<file path="config.mk">
export PLATFORM = sky130hd
export DESIGN_NAME = md_sequencer
export DESIGN_NICKNAME = d
export VERILOG_FILES = /design/src/rtl/md_pkg.sv /design/src/rtl/md_div_core.sv /design/src/rtl/md_sequencer.sv
export SDC_FILE = /design/constraint.sdc
export NUM_CORES = 2
export LEC_CHECK = 0
export ABC_CLOCK_PERIOD_IN_PS = 13630
export BUFFER_PORTS_ARGS = -buffer_cell sky130_fd_sc_hd__buf_2
export CAP_MARGIN = 25
export CORE_MARGIN = 5
export CORE_UTILIZATION = 45
export CTS_CLUSTER_DIAMETER = 30
export DETAILED_ROUTE_END_ITERATION = 16
export HOLD_SLACK_MARGIN = 0.12
export PLACE_DENSITY_LB_ADDON = 0.25
export SYNTH_ARGS = -nofsm -noshare
export SYNTH_HDL_FRONTEND = slang
export SYNTH_HIERARCHICAL = 1
export SYNTH_SLANG_ARGS = --single-unit
</file>
<file path="constraint.sdc">
create_clock -name clk -period 13.63 [get_ports clk]
set_input_delay 1.363 -clock clk [delete_from_list [all_inputs] [get_ports clk]]
set_output_delay 1.363 -clock clk [all_outputs]
set_load 0.02 [all_outputs]
</file>
<file path="src/rtl/md_pkg.sv">
// Shared multiply/divide definitions: md_func encodings, cycle defaults, sequencer states.
// No logic of its own. It is used by md_sequencer, md_div_core and the decode controller.
// Backpressure: not applicable.
package md_pkg;

    localparam logic [2:0] MD_NONE = 3'd0;
    localparam logic [2:0] MD_MTHI = 3'd1;
    localparam logic [2:0] MD_MTLO = 3'd2;
    localparam logic [2:0] MD_MULT = 3'd3;
    localparam logic [2:0] MD_DIV  = 3'd4;

    localparam int MUL_CYCLES_DEF = 5;
    localparam int DIV_CYCLES_DEF = 33;

    typedef enum logic [1:0] {
        ST_IDLE,
        ST_MUL,
        ST_DIV,
        ST_FIX
    } md_state_t;

    // Two's-complement magnitude when neg is set. 0x80000000 maps to itself, which is the correct unsigned magnitude.
    function automatic logic [31:0] mag32(input logic [31:0] v, input logic neg);
        return neg ? (~v + 32'd1) : v;
    endfunction

endpackage

</file>
<file path="src/rtl/md_div_core.sv">
// Restoring divider on magnitudes: produces one quotient bit per step, with a combinational sign fix on the outputs.
// Latency: one load cycle, then 32 steps. Outputs are valid once the last step has been taken.
// Backpressure: none. The sequencer asserts load and step, and the core never stalls.
module md_div_core
    import md_pkg::*;
(
    input  logic        clk,
    input  logic        reset,
    input  logic        load,
    input  logic        step,
    input  logic        sign,
    input  logic [31:0] dividend,
    input  logic [31:0] divisor,
    output logic [31:0] quotient,
    output logic [31:0] remainder,
    output logic        div_zero
);

    logic [31:0] quo_q;
    logic [31:0] rem_q;
    logic [31:0] dvs_q;
    logic        neg_quo_q;
    logic        neg_rem_q;
    logic        zero_q;
    logic [32:0] trial;
    logic [32:0] diff;

    // The partial remainder stays below the divisor, so the shifted trial value fits in 33 bits.
    // diff[32] acts as the borrow.
    assign trial = {rem_q, quo_q[31]};
    assign diff  = trial - {1'b0, dvs_q};

    always_ff @(posedge clk) begin
        if (!reset) begin
            quo_q     <= '0;
            rem_q     <= '0;
            dvs_q     <= '0;
            neg_quo_q <= 1'b0;
            neg_rem_q <= 1'b0;
            zero_q    <= 1'b0;
        end else if (load) begin
            quo_q     <= mag32(dividend, sign & dividend[31]);
            rem_q     <= '0;
            dvs_q     <= mag32(divisor, sign & divisor[31]);
            neg_quo_q <= sign & (dividend[31] ^ divisor[31]);
            neg_rem_q <= sign & dividend[31];
            zero_q    <= (divisor == 32'd0);
        end else if (step) begin
            if (!diff[32]) begin
                rem_q <= diff[31:0];
                quo_q <= {quo_q[30:0], 1'b1};
            end else begin
                rem_q <= trial[31:0];
                quo_q <= {quo_q[30:0], 1'b0};
            end
        end
    end

    assign quotient  = mag32(quo_q, neg_quo_q);
    assign remainder = mag32(rem_q, neg_rem_q);
    assign div_zero  = zero_q;

endmodule

</file>
<file path="src/rtl/md_sequencer.sv">
// HI/LO sequencer: handles mthi/mtlo immediately, a latched multiply, and an iterative divide.
// Latency: mthi/mtlo write on the accepting edge. Mult is busy MUL_CYCLES cycles and div is busy DIV_CYCLES cycles.
// Backpressure: while busy, new starts are ignored and md_stall holds the pipeline for mfhi/mflo or a new op.
module md_sequencer
    import md_pkg::*;
#(
    parameter int MUL_CYCLES = MUL_CYCLES_DEF,
    parameter int DIV_CYCLES = DIV_CYCLES_DEF
) (
    input  logic        clk,
    input  logic        reset,
    input  logic        start,
    input  logic [2:0]  md_func,
    input  logic        md_sign,
    input  logic [31:0] rs_data,
    input  logic [31:0] rt_data,
    input  logic        flush,
    input  logic        rd_req,
    output logic [31:0] hi,
    output logic [31:0] lo,
    output logic        busy,
    output logic        done,
    output logic        md_stall
);

    localparam int CNT_W = 6;
    localparam logic [CNT_W-1:0] MUL_LOAD = CNT_W'(MUL_CYCLES - 1);
    // DIV state covers every busy cycle except the single FIX cycle.
    localparam logic [CNT_W-1:0] DIV_LOAD = CNT_W'(DIV_CYCLES - 2);

    md_state_t        state_q, state_d;
    logic [CNT_W-1:0] cnt_q, cnt_d;
    logic [31:0]      hi_q, hi_d;
    logic [31:0]      lo_q, lo_d;
    logic [63:0]      prod_q, prod_d;
    logic [63:0]      ext_a;
    logic [63:0]      ext_b;
    logic             accept;
    logic             div_load;
    logic             div_step;
    logic [31:0]      div_quo;
    logic [31:0]      div_rem;
    logic             div_zero;

    assign accept = start & ~flush & ~busy & (md_func != MD_NONE);
    assign ext_a  = md_sign ? {{32{rs_data[31]}}, rs_data} : {32'd0, rs_data};
    assign ext_b  = md_sign ? {{32{rt_data[31]}}, rt_data} : {32'd0, rt_data};

    always_comb begin
        state_d  = state_q;
        cnt_d    = cnt_q;
        hi_d     = hi_q;
        lo_d     = lo_q;
        prod_d   = prod_q;
        div_load = 1'b0;
        div_step = 1'b0;
        case (state_q)
            ST_IDLE: begin
                if (accept) begin
                    case (md_func)
                        MD_MTHI: hi_d = rs_data;
                        MD_MTLO: lo_d = rs_data;
                        MD_MULT: begin
                            prod_d  = ext_a * ext_b;
                            cnt_d   = MUL_LOAD;
                            state_d = ST_MUL;
                        end
                        MD_DIV: begin
                            div_load = 1'b1;
                            cnt_d    = DIV_LOAD;
                            state_d  = ST_DIV;
                        end
                        default: ;
                    endcase
                end
            end
            ST_MUL: begin
                if (cnt_q == '0) begin
                    hi_d    = prod_q[63:32];
                    lo_d    = prod_q[31:0];
                    state_d = ST_IDLE;
                end else begin
                    cnt_d = cnt_q - 1'b1;
                end
            end
            ST_DIV: begin
                div_step = 1'b1;
                if (cnt_q == '0) begin
                    state_d = ST_FIX;
                end else begin
                    cnt_d = cnt_q - 1'b1;
                end
            end
            ST_FIX: begin
                state_d = ST_IDLE;
                if (!div_zero) begin
                    hi_d = div_rem;
                    lo_d = div_quo;
                end
            end
            default: state_d = ST_IDLE;
        endcase
    end

    always_ff @(posedge clk) begin
        if (!reset) begin
            state_q <= ST_IDLE;
            cnt_q   <= '0;
            hi_q    <= '0;
            lo_q    <= '0;
            prod_q  <= '0;
        end else begin
            state_q <= state_d;
            cnt_q   <= cnt_d;
            hi_q    <= hi_d;
            lo_q    <= lo_d;
            prod_q  <= prod_d;
        end
    end

    md_div_core u_div_core (
        .clk       (clk),
        .reset     (reset),
        .load      (div_load),
        .step      (div_step),
        .sign      (md_sign),
        .dividend  (rs_data),
        .divisor   (rt_data),
        .quotient  (div_quo),
        .remainder (div_rem),
        .div_zero  (div_zero)
    );

    assign hi       = hi_q;
    assign lo       = lo_q;
    assign busy     = (state_q != ST_IDLE);
    assign done     = ((state_q == ST_MUL) && (cnt_q == '0)) || (state_q == ST_FIX);
    assign md_stall = busy & (rd_req | (start & (md_func != MD_NONE)));

endmodule

</file>
After elaboration in Yosys (flattened, before gate mapping) --
Index checks and enable logic that the tools add are counted.
Word-level totals: register bits after elaboration 235, bits in latches 0, memory bits (writable) 0, memory bits (read-only) 0, bits of input ports 73, logic and storage cells 100, memories kept 0
Cells by class: add/sub/neg operators 6, $mul 1, divide/modulo/power cells 0, order comparisons 0, eq/ne operators 15, shifts and indexed selects 0, multiplexer cells 33, bitwise gates (word level) 17, reductions and logical operators 17
Operators by type and width (number):
- $mux 32 | 15
- $pmux 32 s3 | 2
- $add 32x1->32 const B | 4
- $mux 64 | 2
- $not 32->32 | 4
- $mul 64x64->64 | 1
- $sub 33x32->33 | 1
- $logic_not 32->1 | 1
- $pmux 6 s2 | 2
- $mux 6 | 2
- $ne 2x2->1 const B | 5
- $reduce_and 5->1 | 2
- $and 1x1->1 | 8
- $pmux 2 s4 | 1
- $reduce_and 4->1 | 2
- $eq 3x2->1 const B | 2
- $logic_not 6->1 | 1
- $mux 2 | 3
- $reduce_bool 2->1 | 3
- $reduce_bool 3->1 | 2
- $sub 6x1->6 const B | 1
- $mux 1 | 5
- $eq 2x2->1 const B | 2
- $ne 2x1->1 const B | 2
- 13 further kinds | 16

Logic depth before layout (Yosys ltp) --
word-level depth 7, mapped depth 35, mapped depth without buffers 32

By module --
Netlist, hierarchy kept.
Modules (own cells, without submodules):
- md_sequencer | instances 1, cells each 5769, area an instance 53829.1 um^2, sequential area each 2722.6 um^2
- md_div_core | instances 1, cells each 1061, area an instance 8340.5 um^2, sequential area each 1981.9 um^2

Worst setup path before layout --
OpenSTA, ideal clock, no wires.
path kind input to register, start in md_sign, end reg prod_q[63], library setup time 0.086 ns, arrival time 9.916 ns, setup slack 3.628 ns, cell stages on the path 29, path buffers 3, cell sequence and2_1 clkbuf_1 clkbuf_1 nand2_1 fa_1 inv_1 fa_1 fa_1 inv_1 fa_1 inv_1 fa_1 fa_1 fa_1 fa_1 fa_1 inv_1 fa_1 inv_1 ha_1 clkbuf_1 nand4_1 or4_1 o211ai_2 o21ai_1 o21ai_1 nand4_1 mux2i_1 a211oi_1
Between the ends: longest elaborated chain between the ends 2, elaborated cells on any way between the ends 3, classes of those cells 1 x mul; 2 x mux
RTL lines:
- start: declaration | RTL line md_sequencer.sv:14 | input logic md_sign,
- $mux 64 (on tied branches) | RTL line md_sequencer.sv:46, md_sequencer.sv:47
- $mul 64x64->64 * | RTL line md_sequencer.sv:64 | prod_d = ext_a * ext_b;
- end signal: assignment | RTL line md_sequencer.sv:117 | prod_q <= prod_d;
- end: declaration | RTL line md_sequencer.sv:35 | logic [63:0] prod_q, prod_d;
Mark *: on every way between the ends. The rest lies on a longest branch, timed or not. A chain may end at the register's enable or synchronous reset.

Worst setup path in the final report --
Same ends and word-level chain as after synthesis.

==> impl_table.tex <==
\begin{tabular}{lr}
\hline
Metric & Value \\
\hline
\multicolumn{2}{l}{\textbf{Synth}} \\
\quad Main combinational cell family by area after synthesis & adder cells \\
\quad Leading register cell type out of synthesis & sky130\_fd\_sc\_hd\_\_dfxtp\_1 \\
\quad Xor-xnor portion of the synthesized cell area & 3.72\% \\
\quad Library cells used by synthesis & 95 \\
\quad Mux share of post-synthesis cell area & 1.08\% \\
\quad Sequential cell area fraction in the yosys report & 7.57\% \\
\quad Biggest area consumer among synthesized cells & sky130\_fd\_sc\_hd\_\_fa\_1 \\
\quad Synthesized area & 0.0622 mm² \\
\quad Ranking of synthesized cells by area & sky130\_fd\_sc\_hd\_\_fa\_1 46\%, sky130\_fd\_sc\_hd\_\_inv\_1 9.5\%, sky130\_fd\_sc\_hd\_\_dfxtp\_1 7.6\% \\
\quad Synth Area in Compound Gates & 8.44\% \\
\quad Post-Syn Instances & 6830 \\
\quad Most frequently used cell type in the post-synthesis netlist & sky130\_fd\_sc\_hd\_\_inv\_1 \\
\quad Post-synthesis sequential element count & 235 \\
\quad Post-synthesis adder-cell area fraction & 52.9\% \\
\quad Number of warnings issued by yosys & 6 \\
\quad Average footprint of a synthesized cell & 9.10 µm² \\
\quad Share of synthesized registers carrying an async set or reset & 0\% \\
\quad Share of the synthesized area in the top cell type & 45.8\% \\
\quad Post-Synth Simple-Gate Area & 14.5\% \\
\quad Number of synthesized flops with an enable pin & 0 \\
\quad Most frequent cells after synthesis & 1572 x sky130\_fd\_sc\_hd\_\_inv\_1, 1421 x sky130\_fd\_sc\_hd\_\_fa\_1, 695 x sky130\_fd\_sc\_hd\_\_nand2\_1, 616 x sky130\_fd\_sc\_hd\_\_and2\_1, 354 x sky130\_fd\_sc\_hd\_\_ha\_1 \\
\quad Synthesized net count & 8678 \\
\multicolumn{2}{l}{\textbf{Detailed routing}} \\
\quad Drt via density & 5.42 \\
\quad Detailed-route wire length & 192 mm \\
\quad Antenna Violating Nets Remaining & 0 \\
\quad Number of violations reported at the end of detailed-routing iteration 0 & 3315 \\
\quad Detailed-router iteration count before antenna repair & 6 \\
\quad Number of DRC violations after detailed routing & 0 \\
\quad Wirelength per Cell & 22.4 µm \\
\quad Vias after detailed routing & 46400 \\
\multicolumn{2}{l}{\textbf{Final layout}} \\
\quad Area growth from synthesis to layout & 6.36\% \\
\quad Proportion of layout cells with a drive suffix above 1 & 5.51\% \\
\quad Number of filler cells placed in the layout & 13100 \\
\quad Core utilization of the finished layout & 48.2\% \\
\quad Post-layout net count & 8573 \\
\multicolumn{2}{l}{\textbf{Critical path}} \\
\quad Cell depth of the worst flop-to-flop path & 13 \\
\quad Launch point of the worst reg-to-reg path & u\_div\_core/rem\_q[0] \\
\quad Flop2flop setup slack & 9480 ps \\
\quad CP Max Fanout & 22 \\
\quad Worst EP required & 14090 ps \\
\quad Arrival time of data at the critical path endpoint & 11190 ps \\
\quad Startpoint kind of the worst setup timing path & input port \\
\quad Reg-to-reg endpoint & u\_div\_core/rem\_q[19] \\
\quad Kind of end point of the critical path & flop \\
\quad Kind of critical path & input port to flop \\
\multicolumn{2}{l}{\textbf{Floorplanning}} \\
\quad I/O pin count & 140 \\
\quad Area of the die & 0.146 mm² \\
\quad Area of the placeable core & 0.137 mm² \\
\quad Horiz. Die Dim & 382 µm \\
\quad Vertical die dimension & 382 µm \\
\quad Cell Rows & 136 \\
\quad Initial cell density of the core & 45.3\% \\
\multicolumn{2}{l}{\textbf{Timing}} \\
\quad Setup repair after global routing missed its margin & no \\
\quad Share of the clock period used by the worst path & 78.7\% \\
\quad Final Skew & 33.4 ps \\
\quad Final-report max-slew violation count & 0 \\
\quad Final Setup Violations & 0 \\
\quad Setup TNS & 0 ps \\
\quad Worst slew margin relative to its limit & 25.1\% \\
\quad Time the worst path needs with I/O delays and setup & 10730 ps \\
\quad Max Freq & 0.0932 GHz \\
\quad Final-report hold violation count & 0 \\
\quad Transition time of the tightest slew-check pin & 1120 ps \\
\multicolumn{2}{l}{\textbf{Clock tree}} \\
\quad H-tree level count & 2 \\
\quad Number of clock sinks & 235 \\
\quad Register clock-pin slew on the reported worst setup and hold paths & 50 ps \\
\quad Setup repair bufs after CTS & 0 \\
\quad Clock latency at the later pin of the worst-skew pair & 570 ps \\
\quad CTS Hold Bufs & 0 \\
\quad TritonCTS clock tree & yes \\
\quad Buffer depth of the longest clock path & 3 \\
\quad CTS buffer count & 47 \\
\quad Buffer type at the clock tree root & sky130\_fd\_sc\_hd\_\_clkbuf\_16 \\
\quad Post-cts gate resize count & 0 \\
\multicolumn{2}{l}{\textbf{Global routing}} \\
\quad Largest net degree at the start of global routing & 88 \\
\quad Number of global-route vias before repair & 49800 \\
\quad Number of antenna violations at the first check in global routing & 16 \\
\quad Remaining global-route overflow & 0 \\
\quad Global-route wire length before repair & 299 mm \\
\quad Total GRT Usage & 26.6\% \\
\multicolumn{2}{l}{\textbf{Hold path}} \\
\quad Hold WC Path Type & flop to flop \\
\quad Launch point of the worst hold path & prod\_q[0] \\
\quad Hold path depth & 2 \\
\quad Hold Path End & prod\_q[0] \\
\multicolumn{2}{l}{\textbf{Flow run}} \\
\quad Maxcap violations & 0 \\
\multicolumn{2}{l}{\textbf{Place}} \\
\quad Post-detailed-placement half-perimeter wirelength & 152 mm \\
\quad Port-buffer cells & 139 \\
\quad Final GP Congestion & 0.961 \\
\multicolumn{2}{l}{\textbf{Outcome}} \\
\quad Run status & finished clean \\
\hline
\end{tabular}
==> stage by stage <==
stage,cells,instance area (µm²),hold WS (ps),setup WS [ps]
final,8561,66100,460,2900
after CTS,8550,65900,454,2910
after detailed placement,8462,64200,447,2330
after global routing,8558,66100,476,2430
after floorplan,6830,62200,432,3630
after global placement,8461,64200,439,2350
==> worst max-delay path by stage <==
| stage | start | endpoint | slack [ps] | depth (start not counted) |
|---|---|---|---|---|
| finish | md_sign | prod_q[63] | 2900 | 28 |
| floorplan | md_sign | prod_q[63] | 3630 | 29 |
| global placement | md_sign | prod_q[63] | 2350 | 28 |
| global route | md_sign | prod_q[63] | 2430 | 28 |
| detailed placement | md_sign | prod_q[63] | 2330 | 28 |
| CTS | md_sign | prod_q[63] | 2910 | 28 |
==> critical path, cell delays in order <==
cell	delay, ps
sky130_fd_sc_hd__buf_2	480
sky130_fd_sc_hd__and2_1	250
sky130_fd_sc_hd__buf_4	330
sky130_fd_sc_hd__nand2_1	170
sky130_fd_sc_hd__fa_1	650
sky130_fd_sc_hd__inv_1	120
sky130_fd_sc_hd__fa_1	530
sky130_fd_sc_hd__fa_1	910
sky130_fd_sc_hd__inv_1	300
sky130_fd_sc_hd__fa_1	550
sky130_fd_sc_hd__inv_1	50
sky130_fd_sc_hd__fa_1	530
sky130_fd_sc_hd__fa_1	440
sky130_fd_sc_hd__fa_1	500
sky130_fd_sc_hd__fa_1	500
sky130_fd_sc_hd__fa_1	490
sky130_fd_sc_hd__inv_1	50
sky130_fd_sc_hd__fa_1	500
sky130_fd_sc_hd__inv_1	40
sky130_fd_sc_hd__ha_1	490
sky130_fd_sc_hd__nand4_1	210
sky130_fd_sc_hd__or4_1	520
sky130_fd_sc_hd__o211ai_2	200
sky130_fd_sc_hd__o21ai_1	170
sky130_fd_sc_hd__o21ai_1	320
sky130_fd_sc_hd__nand4_1	150
sky130_fd_sc_hd__mux2i_1	140
sky130_fd_sc_hd__a211oi_1	210
==> placed cells by master, fill, tap and decap left out, types with 21 or more instances in the layout <==
master,count
sky130_fd_sc_hd__buf_2,139
sky130_fd_sc_hd__clkbuf_16,48
sky130_fd_sc_hd__nor2b_1,44
sky130_fd_sc_hd__and3_1,29
sky130_fd_sc_hd__nor3_1,25
sky130_fd_sc_hd__o21ai_1,21
sky130_fd_sc_hd__a21oi_1,212
sky130_fd_sc_hd__o21ai_0,112
sky130_fd_sc_hd__buf_4,64
sky130_fd_sc_hd__nand3_1,49
sky130_fd_sc_hd__ha_1,351
sky130_fd_sc_hd__o31ai_1,33
sky130_fd_sc_hd__nor2_1,197
sky130_fd_sc_hd__xnor2_1,192
sky130_fd_sc_hd__a211oi_1,83
sky130_fd_sc_hd__inv_1,1571
sky130_fd_sc_hd__mux2i_1,67
sky130_fd_sc_hd__and2_1,616
sky130_fd_sc_hd__nand2_1,694
sky130_fd_sc_hd__a221oi_1,66
sky130_fd_sc_hd__nand4_1,32
sky130_fd_sc_hd__dfxtp_1,235
sky130_fd_sc_hd__xor2_1,69
sky130_fd_sc_hd__fa_1,1421
sky130_fd_sc_hd__a21o_1,62
==> per-layer routing <==
metal / vias up / part of all wire (%) / global-route usage [%]
met5: - / 0.024 / 0
met4: 6 / 2.6 / 6.48
met3: 267 / 8.6 / 4.63
met2: 1698 / 46 / 42.5
met1: 24000 / 43 / 37.8
li1: 20400 / - / -
==> final cells by class <==
type | instances | area (µm²) | share of cell area, %
Tap cell | 1794 | 2240 | 3.39
Antenna cell | 3 | 7.51 | 0.0114
Clock inverter | 36 | 453 | 0.685
Clock buffer | 52 | 1240 | 1.87
Inverter | 1572 | 5900 | 8.93
Timing Repair Buffer | 213 | 1390 | 2.10
Multi-Input combinational cell | 4656 | 50200 | 75.9
Sequential cell | 235 | 4700 | 7.12
==> kinds of logic (layout without fill, tap and decap cells) <==
family | count (synthesis) | in the layout
buffers and inverters | 1939 | 1873
and+or+nand+nor | 1785 | 1785
adders and majority gates | 1778 | 1778
AOI/OAI and AO/OA | 764 | 764
xor gates and xnor gates | 262 | 262
DFF | 235 | 235
muxes | 67 | 67
other | 0 | 3
==> state kept, by name, summed over array words and instances, names as in the netlist, 2 cells and up <==
register	cells
cnt_q	6
u_div_core/quo_q	32
prod_q	64
hi	32
u_div_core/dvs_q	32
state_q	2
lo	32
u_div_core/rem_q	32
Power is left out: the tool's default activity adds up to more than one toggle a clock period on the data nets, which glitch-free logic cannot reach.
